$ cat config.mk
export PLATFORM = sky130hd
export DESIGN_NAME = alu_exec_ctrl
export DESIGN_NICKNAME = d
export VERILOG_FILES = /design/src/rtl/alu_exec_pkg.sv /design/src/rtl/reg_file4x8.sv /design/src/rtl/alu_exec_ctrl.sv
export SDC_FILE = /design/constraint.sdc
export NUM_CORES = 1
export LEC_CHECK = 0
export ABC_AREA = 1
export CAP_MARGIN = 10
export CORE_UTILIZATION = 49
export DETAILED_ROUTE_END_ITERATION = 10
export GPL_TIMING_DRIVEN = 0
export HOLD_SLACK_MARGIN = 0.06
export PLACE_DENSITY_LB_ADDON = 0.25
export SETUP_SLACK_MARGIN = 0.05
export SYNTH_ARGS = -nofsm -noshare
export SYNTH_HDL_FRONTEND = slang
export SYNTH_SLANG_ARGS = --single-unit
$ cat constraint.sdc
create_clock -name clk -period 2.7 [get_ports clk]
set_input_delay 0.54 -clock clk [delete_from_list [all_inputs] [get_ports clk]]
set_output_delay 0.54 -clock clk [all_outputs]
set_load 0.01 [all_outputs]
$ cat src/rtl/alu_exec_pkg.sv
// Shared encodings for the ALU execution controller: opcodes, ALU S codes, FSM states and op decode.
// ALU_EXEC_FLAGS_EN (in alu_exec_ctrl) selects whether the cf/zf flag register exists.
package alu_exec_pkg;

  localparam logic [3:0] OP_NOP = 4'b0000;
  localparam logic [3:0] OP_ADD = 4'b0001;
  localparam logic [3:0] OP_SUB = 4'b0010;
  localparam logic [3:0] OP_AND = 4'b0011;
  localparam logic [3:0] OP_NOT = 4'b0100;
  localparam logic [3:0] OP_MOV = 4'b0101;
  localparam logic [3:0] OP_LDI = 4'b0110;

  localparam logic [3:0] S_ADD  = 4'b1001;
  localparam logic [3:0] S_SUB  = 4'b0110;
  localparam logic [3:0] S_AND  = 4'b1011;
  localparam logic [3:0] S_NOT  = 4'b0101;
  localparam logic [3:0] S_PASS = 4'b1100;

  typedef enum logic [1:0] {IDLE, READ, EXEC, WB} state_t;
  typedef enum logic [1:0] {A_ZERO, A_RS, A_IMM} asel_t;

  typedef struct packed {
    logic       m;
    logic [3:0] s;
    asel_t      a_sel;
    logic       b_rd;
    logic       wr;
    logic       flg;
    logic       ill;
  } dec_t;

  function automatic dec_t decode(input logic [3:0] op);
    dec_t d;
    d = '0;
    case (op)
      OP_NOP: ;
      OP_ADD: begin d.m = 1'b1; d.s = S_ADD; d.a_sel = A_RS; d.b_rd = 1'b1; d.wr = 1'b1; d.flg = 1'b1; end
      OP_SUB: begin d.m = 1'b1; d.s = S_SUB; d.a_sel = A_RS; d.b_rd = 1'b1; d.wr = 1'b1; d.flg = 1'b1; end
      OP_AND: begin d.m = 1'b1; d.s = S_AND; d.a_sel = A_RS; d.b_rd = 1'b1; d.wr = 1'b1; end
      OP_NOT: begin d.m = 1'b1; d.s = S_NOT; d.b_rd = 1'b1; d.wr = 1'b1; end
      OP_MOV: begin d.m = 1'b1; d.s = S_PASS; d.a_sel = A_RS; d.wr = 1'b1; end
      OP_LDI: begin d.s = S_PASS; d.a_sel = A_IMM; d.wr = 1'b1; end
      default: d.ill = 1'b1;
    endcase
    return d;
  endfunction

endpackage

$ cat src/rtl/reg_file4x8.sv
// Register file: two combinational read ports, a debug read port, one synchronous write port.
// Asynchronous clear on rst; a write becomes visible on the read ports the cycle after it is issued.
module reg_file4x8 #(
  parameter int DATA_W  = 8,
  parameter int RADDR_W = 2
) (
  input  logic               clk,
  input  logic               rst,
  input  logic               we,
  input  logic [RADDR_W-1:0] waddr,
  input  logic [DATA_W-1:0]  wdata,
  input  logic [RADDR_W-1:0] raddr_a,
  output logic [DATA_W-1:0]  rdata_a,
  input  logic [RADDR_W-1:0] raddr_b,
  output logic [DATA_W-1:0]  rdata_b,
  input  logic [RADDR_W-1:0] dbg_sel,
  output logic [DATA_W-1:0]  dbg_data
);

  logic [DATA_W-1:0] mem [2**RADDR_W];

  always_ff @(posedge clk or posedge rst) begin
    if (rst) begin
      for (int i = 0; i < 2**RADDR_W; i++) mem[i] <= '0;
    end else if (we) begin
      mem[waddr] <= wdata;
    end
  end

  assign rdata_a  = mem[raddr_a];
  assign rdata_b  = mem[raddr_b];
  assign dbg_data = mem[dbg_sel];

endmodule

$ cat src/rtl/alu_exec_ctrl.sv
// Four-state (IDLE/READ/EXEC/WB) sequencer driving an external ALU; one instruction per 4 cycles.
// Macro ALU_EXEC_FLAGS_EN adds the cf/zf flag register; without it cf/zf are tied to 0.
module alu_exec_ctrl
  import alu_exec_pkg::*;
#(
  parameter int DATA_W  = 8,
  parameter int RADDR_W = 2
) (
  input  logic               clk,
  input  logic               rst,
  input  logic               in_valid,
  output logic               in_ready,
  input  logic [7:0]         in_instr,
  input  logic [DATA_W-1:0]  in_imm,
  output logic               alu_m,
  output logic [3:0]         alu_s,
  output logic [DATA_W-1:0]  alu_a,
  output logic [DATA_W-1:0]  alu_b,
  input  logic [DATA_W-1:0]  alu_t,
  input  logic               alu_cf,
  input  logic               alu_zf,
  output logic               done,
  output logic               illegal,
  output logic               cf,
  output logic               zf,
  input  logic [RADDR_W-1:0] dbg_sel,
  output logic [DATA_W-1:0]  dbg_data
);

  state_t             state, nstate;
  logic [7:0]         instr_q;
  logic [DATA_W-1:0]  imm_q;
  logic [DATA_W-1:0]  res_q;
  logic [DATA_W-1:0]  rdata_a, rdata_b;
  dec_t               dec;
  logic [RADDR_W-1:0] rd, rs;
  logic               we;

  assign dec = decode(instr_q[7:4]);
  assign rd  = instr_q[3:2];
  assign rs  = instr_q[1:0];
  assign we  = (state == WB) && dec.wr;

  assign in_ready = (state == IDLE) && !rst;
  assign done     = (state == WB);
  assign illegal  = (state == WB) && dec.ill;

  always_comb begin
    nstate = state;
    case (state)
      IDLE:    if (in_valid && in_ready) nstate = READ;
      READ:    nstate = EXEC;
      EXEC:    nstate = WB;
      default: nstate = IDLE;
    endcase
  end

  // ALU controls are loaded from the decode leaving READ and cleared leaving EXEC,
  // so the ALU sees 0/0000 during WB and while idle.
  always_ff @(posedge clk or posedge rst) begin
    if (rst) begin
      state   <= IDLE;
      instr_q <= '0;
      imm_q   <= '0;
      res_q   <= '0;
      alu_m   <= 1'b0;
      alu_s   <= '0;
      alu_a   <= '0;
      alu_b   <= '0;
    end else begin
      state <= nstate;
      if (state == IDLE && in_valid) begin
        instr_q <= in_instr;
        imm_q   <= in_imm;
      end
      if (state == READ) begin
        alu_m <= dec.m;
        alu_s <= dec.s;
        case (dec.a_sel)
          A_RS:    alu_a <= rdata_a;
          A_IMM:   alu_a <= imm_q;
          default: alu_a <= '0;
        endcase
        alu_b <= dec.b_rd ? rdata_b : '0;
      end
      if (state == EXEC) begin
        res_q <= alu_t;
        alu_m <= 1'b0;
        alu_s <= '0;
        alu_a <= '0;
        alu_b <= '0;
      end
    end
  end

`ifdef ALU_EXEC_FLAGS_EN
  logic res_cf, res_zf;

  always_ff @(posedge clk or posedge rst) begin
    if (rst) begin
      res_cf <= 1'b0;
      res_zf <= 1'b0;
      cf     <= 1'b0;
      zf     <= 1'b0;
    end else begin
      if (state == EXEC) begin
        res_cf <= alu_cf;
        res_zf <= alu_zf;
      end
      if (state == WB && dec.flg) begin
        cf <= res_cf;
        zf <= res_zf;
      end
    end
  end
`else
  logic unused_flags;
  assign unused_flags = ^{alu_cf, alu_zf, dec.flg};
  assign cf = 1'b0;
  assign zf = 1'b0;
`endif

  reg_file4x8 #(.DATA_W(DATA_W), .RADDR_W(RADDR_W)) u_regs (
    .clk      (clk),
    .rst      (rst),
    .we       (we),
    .waddr    (rd),
    .wdata    (res_q),
    .raddr_a  (rs),
    .rdata_a  (rdata_a),
    .raddr_b  (rd),
    .rdata_b  (rdata_b),
    .dbg_sel  (dbg_sel),
    .dbg_data (dbg_data)
  );

endmodule

# Yosys cells after proc, flatten, opt, wreduce, memory -nomap -nowiden
# Index checks and enable logic that the tools add are counted.
word_totals:
  wordCells: 77
  register_bits: 79
classes:
  eq_ne: 12
  bitwise_logic: 3
  muxes: 30
  n_reduce_logical: 16
  n_lt_le_gt_ge: 4
ops:
  columns: ["op", "count"]
  rows:
  - ["two-way mux 8 bit", 12]
  - ["binary-select mux 8 bit (select 2 bit)", 3]
  - ["bitwise mux 32 bit", 1]
  - ["case mux 4 bit (5 select lines)", 1]
  - ["demux 8 bit (select 2 bit)", 1]
  - ["case mux 8 bit (2 select lines)", 1]
  - ["equality test 4 x 3 -> 1 bit, second input constant", 3]
  - [">= comparator 3 bit, second input constant", 3]
  - ["inverter 2 -> 3 bit", 3]
  - ["equality test 4 x 2 -> 1 bit, second input constant", 2]
  - ["two-way mux 4 bit", 2]
  - ["OR reduction 4 bit", 2]
  - ["OR reduction 7 bit", 1]
  - ["equality test 2 bit, second input constant", 3]
  - ["logical AND 1 bit", 6]
  - ["two-way mux 1 bit", 6]
  - ["case mux 2 bit (3 select lines)", 1]
  - ["OR reduction 6 bit", 1]
  - ["OR reduction 5 bit", 1]
  - ["equality test 2 x 1 -> 1 bit, second input constant", 2]
  - ["equality test 4 x 1 -> 1 bit, second input constant", 1]
  - ["logical NOT 4 bit", 1]
  - ["case mux 2 bit (2 select lines)", 1]
  - ["< comparator 3 x 1 -> 1 bit, second input constant", 1]
  - ["6 further kinds", 6]

# Depth between registers and ports, before layout
depth:
  ltp_word: 7
  mapped_depth: 12
  mapped_depth_nobuf: 11

# Hierarchy
# A second synthesis with hierarchy kept.
hier_totals:
  cells_unflattened: 644
  area_unflattened_um2: 4548.1
by_module_without_submodules:
  columns: ["mod", "area_each_um2", "cells_per_inst", "instances"]
  rows:
  - ["reg_file4x8", 2319.7, 360, 1]
  - ["alu_exec_ctrl", 2228.4, 284, 1]

# Least setup slack after synthesis
# No wires, ideal clock.
synth_timing:
  path_kind: "input to register"
  from: "input port rst"
  to: "register state[0]"
  path_stages: 5
  t_required_ps: 2606
  path_slack_ps: -51
  t_arrival_ps: 2657
  n_path_buf: 0
  cell_sequence: "inv_1 -> nand2_1 -> nand2_1 -> nor2_1 -> a211oi_1"
synth_between:
  elab_chain_len: 4
synth_lines:
  columns: ["element", "line", "rtl"]
  rows:
  - ["start: declaration", "alu_exec_ctrl.sv:10", "input logic rst,"]
  - ["logical NOT 1 bit (no line)", null, null]
  - ["logical AND 1 bit", "alu_exec_ctrl.sv:44", "assign in_ready = (state == IDLE) && !rst;"]
  - ["logical AND 1 bit", "alu_exec_ctrl.sv:51", "IDLE: if (in_valid && in_ready) nstate = READ;"]
  - ["!= test 2 bit (no line)", null, null]
  - ["end signal: assignment", "alu_exec_ctrl.sv:71", "state <= nstate;"]
  - ["end: declaration", "alu_exec_ctrl.sv:30", "state_t state, nstate;"]
# No other way between the ends.
# A chain may end at the register's enable or synchronous reset.

# Final worst setup path
layout_timing:
  from: "input port dbg_sel[1]"
  to: "output port dbg_data[1]"
layout_between:
  elab_chain_len: 4
layout_lines:
  columns: ["element", "line", "rtl"]
  rows:
  - ["start: declaration", "alu_exec_ctrl.sv:26", "input logic [RADDR_W-1:0] dbg_sel,"]
  - ["inverter 2 -> 3 bit (not written as such)", "reg_file4x8.sv:32", "assign dbg_data = mem[dbg_sel];"]
  - ["binary-select mux 8 bit (select 2 bit)", "reg_file4x8.sv:32", null]
  - ["two-way mux 8 bit (not written as such) (2 in series)", "reg_file4x8.sv:32", null]
  - ["end: declaration", "alu_exec_ctrl.sv:27", "output logic [DATA_W-1:0] dbg_data"]
# No other way between the ends. The select of a mux whose other input is x is not followed.

==> results_dict.tcl <==
set metrics [dict create \
    slew_viol_final 0 \
    clock.fmax_mhz 385 \
    yosys-top-cells-count "nand2_1 (227), dfrtp_1 (79), inv_1 (43)" \
    dp_hpwl_um 9020 \
    synth-seq-cells 79 \
    r2r_slack_ps 730 \
    drv_cap 0 \
    pre_cts_slack_ps -339 \
    antenna_found_initial 0 \
    grt.total_usage_pct 28.8 \
    cell_internal_pwr_mw 3.34 \
    fin_crit_sh_pct 96.3 \
    layout.nets 667 \
    p_leak_nw 2.66 \
    synth_edf_count 0 \
    htreeDepth 3 \
    status "finished, final reports clean" \
    grt_pass1_wl_um 19200 \
    end_kind "primary output" \
    cts_buffers 9 \
    chipHeight_um 95.5 \
    path_max_fanout 10 \
    grt_pass1_vias 3704 \
    p_sw_mw 2.86 \
    hold_end "alu_b[4]$_DFFE_PP0P_" \
    overflow 0 \
    cts_tree "done" \
    combinationalPowerShare_pct 48.5 \
    cp-start-kind "input port" \
    rsz0062_at_grt "false" \
    reg2reg_depth 9 \
    synthTopCellsByArea "dfrtp_1 (46%), nand2_1 (20%), nand4_1 (4.7%)" \
    synthCells 559 \
    yosys_warnings 0 \
    synth.top_cell.area_share_pct 46.1 \
    r2r-start "instr_q[7]$_DFFE_PP0P_" \
    clk_latency_ps 360 \
    required_ps 2160 \
    dieWidth_um 95.5 \
    synth_cell_types 27 \
    diodes 0 \
    via_per_inst 5.39 \
    n_fill_cell 771 \
    drive_gt1_share_pct 12.1 \
    via_count 3986 \
    grt_start_max_net_pins 33 \
    core_sq_um 8340 \
    dr.first_iter.drc_count 240 \
    synth_ff_type "dfrtp_1" \
    setup-tns-final_ps 0 \
    synthArstFlopShare_pct 100 \
    pwr_density_cell_nw_per_um2 1180 \
    hold_buffers 0 \
    finalClockSkew_ps 11.2 \
    irDropWorstVdd_v 0.000754 \
    hold_viol 0 \
    core.rowCount 33 \
    first_pass_iters 7 \
    cts.sinks 79 \
    synthToLayoutAreaGrowth_pct 23.0 \
    clk_pin_slew_ps 80 \
    seqPwrFrac_pct 36.3 \
    power_frac_clock_pct 15.2 \
    hp-start "alu_b[4]$_DFFE_PP0P_" \
    wl_per_cell_um 16.2 \
    cts-root-buf "clkbuf_8" \
    ant_nets 0 \
    fin_crit_ps 2600 \
    whs_path_depth 2 \
    gp_congestion 0.931 \
    synth.most_common_cell "nand2_1" \
    final.setup.worst_slack_ps 101 \
    start_util_pct 51.4 \
    timing.rr.end "alu_a[0]$_DFFE_PP0P_" \
    ys_seq_area_share_pct 46.1 \
    route.detailed.drc 0 \
    syn_area_sq_um 4280 \
    cp-startpoint "dbg_sel[1]" \
    hold_class "flip-flop to flip-flop" \
    drt_wl_total_um 12000 \
    boundaryPins 65 \
    setup-violations-final 0 \
    worstSetupPathType "input port to primary output" \
    netlist.top_cell.by_area "dfrtp_1" \
    clockBufferDepth 2 \
    syn_area_per_cell_sq_um 7.66 \
    p_sw_share_pct 46.1 \
    dieArea_sq_um 9120 \
    io_buffers 59 \
    cp.arrival_ps 2060 \
]
cell type report:
class / count / area (sq um) / area share, %
flip-flops and latches: 79 / 1980 / 37.5
multi-input cells: 403 / 1960 / 37.3
well taps: 105 / 131 / 2.49
clock inverters: 4 / 72.6 / 1.38
repair buffers: 61 / 637 / 12.1
plain buffers: 29 / 175 / 3.32
clock buffers: 10 / 128 / 2.42
inverters: 48 / 184 / 3.49
stage by stage:
stage | hold WS, ps | area (sq um) | power, mW | utilization, % | std cells
floorplan | 463 | 4290 | 4.16 | - | 560
global placement | 464 | 5010 | 5.18 | 60.1 | 724
detailed placement | 466 | 5050 | 5.26 | 60.6 | 726
CTS | 486 | 5260 | 6.19 | 63.0 | 739
global route | 501 | 5270 | 6.69 | 63.2 | 739
finish | 480 | 5270 | 6.20 | 63.2 | 739
flip-flops by register name, indices dropped and copies added, names as in the netlist:
name and flops:
alu_a 8, alu_b 8, alu_m 1, alu_s 4, imm_q 8, instr_q 8, res_q 8, state 2
u_regs.mem 32
how the worst max path moves through the flow:
stage	depth (start not counted)	slack, ps	endpoint
global placement	5	-570	state[0]$_DFFE_PP0P_
finish	6	100	dbg_data[1]
CTS	6	10	dbg_data[6]
floorplan	4	490	state[0]$_DFFE_PP0P_
detailed placement	6	-340	dbg_data[6]
global route	6	50	dbg_data[1]
cell usage in the layout, fill, tap and decap left out, types with 3 or more instances in the layout:
| cell | count |
|---|---|
| a21oi_1 | 30 |
| buf_2 | 12 |
| buf_4 | 6 |
| clkbuf_1 | 6 |
| clkbuf_8 | 10 |
| clkdlybuf4s50_1 | 52 |
| dfrtp_1 | 79 |
| dlygate4sd2_1 | 3 |
| dlymetal6s2s_1 | 4 |
| ha_1 | 5 |
| inv_1 | 41 |
| inv_2 | 5 |
| mux2_2 | 17 |
| nand2_1 | 227 |
| nand2_2 | 3 |
| nand3_1 | 33 |
| nand3_2 | 6 |
| nand4_1 | 32 |
| nor2_1 | 23 |
| nor2_2 | 3 |
| nor2_4 | 3 |
| o21ai_0 | 14 |
logic make-up (layout without fill, tap and decap cells):
logic type | after synthesis | count (layout) | share of synthesized area [%]
adders and majority gates | 5 | 5 | 1.46
muxes | 17 | 17 | 4.47
buffers and inverters | 78 | 152 | 8.09
AOI/OAI and AO/OA | 47 | 47 | 5.58
and+or+nand+nor | 332 | 332 | 34.2
DFF | 79 | 79 | 46.1
other | 1 | 2 | 0.0875
critical path, stage by stage:
cell             delay, ps
clkdlybuf4s50_1        460
inv_2                  140
clkbuf_8               180
a21oi_1                 50
a21oi_1                150
clkdlybuf4s50_1        550
power by group through the flow:
stage	logic (mW)	registers [mW]	clock network (mW)
detailed placement	3.01	2.24	0
CTS	3.01	2.22	0.953
floorplan	2.09	2.08	0
finish	3.00	2.25	0.943
global route	3.38	2.31	1.00
global placement	2.95	2.23	0
metal layers:
| layer | routed length (um) | part of all wire [%] | track usage (%) | up-vias |
|---|---|---|---|---|
| li1 | - | - | - | 1933 |
| met2 | 5160 | 43 | 40.9 | 149 |
| met1 | 5610 | 47 | 42.8 | 1872 |
| met3 | 852 | 7.1 | 6.30 | 32 |
| met5 | 0 | 0 | 0 | - |
| met4 | 337 | 2.8 | 10.7 | 0 |
repair_timing:
item,4_1_cts,5_1_grt
setup endpoints to repair,9,5
buffers inserted,0,0
resized for setup,7,5
No activity file was read; power rests on OpenSTA's default activity.
